$ cat config.mk
export PLATFORM = sky130hd
export DESIGN_NAME = addsub_arb
export DESIGN_NICKNAME = d
export VERILOG_FILES = /design/src/rtl/addsub_arb.sv
export SDC_FILE = /design/constraint.sdc
export NUM_CORES = 1
export LEC_CHECK = 0
export ABC_CLOCK_PERIOD_IN_PS = 6500
export CORE_MARGIN = 8
export CORE_UTILIZATION = 52
export DETAILED_ROUTE_END_ITERATION = 10
export GPL_ROUTABILITY_DRIVEN = 0
export PLACE_DENSITY = 0.93
export REMOVE_ABC_BUFFERS = 1
export SLEW_MARGIN = 20
export SYNTH_ARGS = -nofsm -noshare
export SYNTH_HDL_FRONTEND = slang
export SYNTH_SLANG_ARGS = --single-unit
$ cat constraint.sdc
create_clock -name clk -period 6.5 [get_ports clk]
set_input_delay 1.3 -clock clk [delete_from_list [all_inputs] [get_ports clk]]
set_output_delay 1.3 -clock clk [all_outputs]
set_load 0.005 [all_outputs]
$ cat src/rtl/addsub_arb.sv
// addsub_arb: two request ports share one 32-bit adder/subtracter through an arbiter.
// Latency: a request accepted in cycle N presents its result from cycle N+2.
// Backpressure: one operation in flight; both readies stay low until the result is taken.
module addsub_arb #(
  parameter int FAIR = 1
) (
  input  logic        clk,
  input  logic        rst,
  input  logic        req0_valid,
  output logic        req0_ready,
  input  logic [31:0] req0_a,
  input  logic [31:0] req0_b,
  input  logic        req0_sub,
  input  logic        req1_valid,
  output logic        req1_ready,
  input  logic [31:0] req1_a,
  input  logic [31:0] req1_b,
  input  logic        req1_sub,
  output logic        rsp_valid,
  input  logic        rsp_ready,
  output logic        rsp_id,
  output logic [31:0] rsp_s,
  output logic        rsp_c,
  output logic        rsp_ovf,
  output logic        busy
);

  localparam bit FAIR_EN = (FAIR != 0);

  typedef enum logic [1:0] {
    IDLE = 2'd0,
    EXEC = 2'd1,
    RESP = 2'd2
  } state_t;

  state_t      state_q;
  logic        ptr_q;      // port preferred when both are valid (round-robin only)
  logic [31:0] a_q;
  logic [31:0] b_q;
  logic        sub_q;
  logic        id_q;
  logic        rsp_valid_q;
  logic        rsp_id_q;
  logic [31:0] rsp_s_q;
  logic        rsp_c_q;
  logic        rsp_ovf_q;

  logic        idle;
  logic        grant1;
  logic        accept;
  logic [31:0] b_eff;
  logic [32:0] sum_d;
  logic [31:0] s_d;
  logic        c_d;
  logic        ovf_d;

  // Arbitration: port 1 wins only when it is alone, or when round-robin points at it.
  assign idle       = (state_q == IDLE);
  assign grant1     = req1_valid && (!req0_valid || (FAIR_EN && ptr_q));
  assign req0_ready = idle && req0_valid && !grant1;
  assign req1_ready = idle && grant1;
  assign accept     = req0_ready || req1_ready;

  // The single shared adder: subtraction is a + ~b + 1, so carry-out 1 means no borrow.
  assign b_eff = b_q ^ {32{sub_q}};
  assign sum_d = {1'b0, a_q} + {1'b0, b_eff} + {32'd0, sub_q};
  assign s_d   = sum_d[31:0];
  assign c_d   = sum_d[32];

  // Signed overflow: the effective operands share a sign but the result does not.
  always_comb begin
    ovf_d = 1'b0;
    if (sub_q) begin
      ovf_d = (a_q[31] != b_q[31]) && (s_d[31] != a_q[31]);
    end else begin
      ovf_d = (a_q[31] == b_q[31]) && (s_d[31] != a_q[31]);
    end
  end

  // Control FSM with operand capture, result registers and the round-robin pointer.
  always_ff @(posedge clk or posedge rst) begin
    if (rst) begin
      state_q     <= IDLE;
      ptr_q       <= 1'b0;
      a_q         <= '0;
      b_q         <= '0;
      sub_q       <= 1'b0;
      id_q        <= 1'b0;
      rsp_valid_q <= 1'b0;
      rsp_id_q    <= 1'b0;
      rsp_s_q     <= '0;
      rsp_c_q     <= 1'b0;
      rsp_ovf_q   <= 1'b0;
    end else begin
      case (state_q)
        IDLE: begin
          if (accept) begin
            a_q     <= grant1 ? req1_a   : req0_a;
            b_q     <= grant1 ? req1_b   : req0_b;
            sub_q   <= grant1 ? req1_sub : req0_sub;
            id_q    <= grant1;
            state_q <= EXEC;
          end
        end
        EXEC: begin
          rsp_s_q     <= s_d;
          rsp_c_q     <= c_d;
          rsp_ovf_q   <= ovf_d;
          rsp_id_q    <= id_q;
          rsp_valid_q <= 1'b1;
          state_q     <= RESP;
        end
        RESP: begin
          if (rsp_ready) begin
            rsp_valid_q <= 1'b0;
            state_q     <= IDLE;
            // Hand preference to the port that was not just served.
            if (FAIR_EN) begin
              ptr_q <= ~rsp_id_q;
            end
          end
        end
        default: begin
          state_q <= IDLE;
        end
      endcase
    end
  end

  assign rsp_valid = rsp_valid_q;
  assign rsp_id    = rsp_id_q;
  assign rsp_s     = rsp_s_q;
  assign rsp_c     = rsp_c_q;
  assign rsp_ovf   = rsp_ovf_q;
  assign busy      = !idle;

  // At most one port is ever accepted in a cycle.
  assert property (@(posedge clk) disable iff (rst) !(req0_ready && req1_ready));

  // A stalled response holds every field until the consumer takes it.
  assert property (@(posedge clk) disable iff (rst)
    (rsp_valid && !rsp_ready) |=> (rsp_valid && $stable(rsp_s) && $stable(rsp_id)
                                   && $stable(rsp_c) && $stable(rsp_ovf)));

endmodule
==> metrics.txt <==
sequential cell area fraction in the yosys report 41.4%; Reg-to-Reg Start sub_q$_DFFE_PP0P_; hold depth 2; R2R cell count 10; Worst EP arrival 3.16 ns; hold-fix buffer count after cts 0; postcts setup bufs 0; vias in the first global route 5448; share of the synthesized area in the top cell type 41.4%; Tot Pwr 0.00546 W; outcome finished clean; leakage power 3.73 nW; sequential share of power 22.9%; Layout Nets 1000; clock latency on the worst-skew pair 0.34 ns; pre-CTS WS 2.02 ns; Synth area leader dfrtp_1; starting density of the core 53.0%; setup ws final 2.04 ns; Mean Syn Cell Area 9.30 µm²; H-tree depth 3; drt via density 5.58; die height 126 µm; global-route wire length before repair 25900 µm; # IOs 174; Critical Path Source Type input port; count of different cell masters after synthesis 59; Post-synth EDFFs 0; hold worst-path end rsp_s[22]$_DFFE_PP0P_; final wirelength 16200 µm; synthesis-to-layout area growth 32.7%; TritonCTS clock tree done; worst hold path startpoint rsp_s[22]$_DFFE_PP0P_; clock sinks 105; PD cells 648 nW/µm²; layout cells sized above 1 4.07%; synth top area cells dfrtp_1 41%, mux2i_1 10%, a21oi_1 7.0%; CP Capture Type primary output; RSZ-0062 raised after global routing false; row count 40; register-to-register path setup slack 2.56 ns; worst slew pin tran 0.976 ns; CTS root buf clkbuf_16; Final Critical Period 4.46 ns; Post-synth top cells 105 x dfrtp_1, 89 x a21oi_1, 86 x nor2_1, 66 x mux2i_1, 44 x nand2_1; VDD IR max 301 µV; FF+latch count, synth 105; worst hold slack 0.480 ns; final std cells w/o fill 983; clk slew on worst S/H paths 0.06 ns; Comb power frac 68.4%; Die ar. 16000 µm²; core area 12000 µm²; clk buf depth 2; final instance area 8420 µm²; Synth Flop Type dfrtp_1; drt pass-1 iters 5; Slew headroom 34.9%; Via Count 5486; Ys Warns 0; Period Utilization, post-route 68.7%; Sw Share 46.3%; Int Power 0.00293 W; mapped cell area 6340 µm²; Hold Vio Cnt, Final 0; Area after DPL 8180 µm²; Detail Placement HPWL 12100 µm; largest net degree at the start of global routing 79; Crit Path Class input port to primary output; Die Wd 126 µm; Resized Gates After CTS 0; Antenna Nets Post-Route 0; TritonCTS Buffers 9; DP Cell Count 969; Total GRT Usage 19.6%; sw power 0.00253 W; ys async rst share 100%; Slew Limit Fails 0; Final setup violation count 0; Clock Skews 0.00612 ns; RR Endpoint rsp_s[26]$_DFFE_PP0P_; clock share of power 8.7%; initial drt markers 456; gr ovfl total 0; per-cell routed wire length 16.5 µm; crit path from req0_valid; most common cell in the netlist dfrtp_1; CP Max Fanout 32; DR DRC count 0; PortBufs 173; antenna violations before repair 0; max-cap violation count 0; Antenna Cells 0; Worst Hold Class register to register; Mapped Cells 682; Critical Path RT 5.20 ns; fmax 224 MHz
-- cell usage in the layout, fill, tap and decap left out, types with 5 or more instances in the layout --
master	instances
a21o_1	15
a21oi_1	89
buf_4	6
clkbuf_16	9
clkdlybuf4s50_1	173
dfrtp_1	104
ha_1	31
inv_1	9
mux2i_1	66
nand2_1	44
nand3_1	11
nor2_1	85
nor2b_1	7
nor3_1	8
o21ai_0	39
o21bai_1	5
o31ai_1	6
xnor2_1	11
xor2_1	43
-- sequential cells by signal (all words and copies together), names as in the netlist --
register   flops
a_q           32
b_q           32
rsp_s         32
state_q        2
id_q           1
ptr_q          1
rsp_c          1
rsp_id         1
rsp_ovf        1
rsp_valid      1
sub_q          1
-- critical path, stage by stage --
cell and delay (ns):
clkdlybuf4s50_1 0.49, inv_1 0.08, o21ai_4 0.13, buf_4 0.45
nor2b_1 0.20, clkdlybuf4s50_1 0.51
-- metal layers --
layer | global-route usage [%] | share of wire, %
met1 | 24.6 | 44
met3 | 3.06 | 4.8
met5 | 0 | 0
met2 | 32.9 | 49
met4 | 8.42 | 2.4
-- stage by stage --
| step | util (%) | setup TNS (ns) |
|---|---|---|
| CTS | 70.4 | 0 |
| detailed placement | 68.3 | 0 |
| global placement | 68.3 | 0 |
| global route | 70.4 | 0 |
| finish | 70.4 | 0 |
| floorplan | - | -1.20 |
-- worst max path at each step --
stage,end,cells after the start
floorplan,req0_ready,3
global placement,req0_ready,6
detailed placement,req0_ready,6
CTS,req0_ready,6
global route,req0_ready,6
finish,req0_ready,6
-- power by group through the flow --
stage	registers [W]	logic [W]	clock network, W
2_1_floorplan	0.00121	0.00276	0
3_3_place_gp	0.00124	0.00352	0
3_5_place_dp	0.00126	0.00365	0
4_1_cts	0.00125	0.00370	0.000484
5_1_grt	0.00129	0.00412	0.000506
6_report	0.00125	0.00373	0.000477
-- cells by family after synthesis --
kind of cell | share of synthesized area, %
DFF | 41.4
and+or+nand+nor | 12.4
xor gates and xnor gates | 7.46
buffers and inverters | 3.02
AOI/OAI and AO/OA | 18.7
adders and majority gates | 6.43
muxes | 10.6
-- layout make-up --
type	count	area, µm²
clock buffers	13	240
clock inverters	1	5.00
fillers	864	3540
inverters	10	40.0
multi-input cells	528	3550
flip-flops and latches	105	2630
well taps	147	184
repair buffers	179	1780
Power figures use the tool's default switching activity.
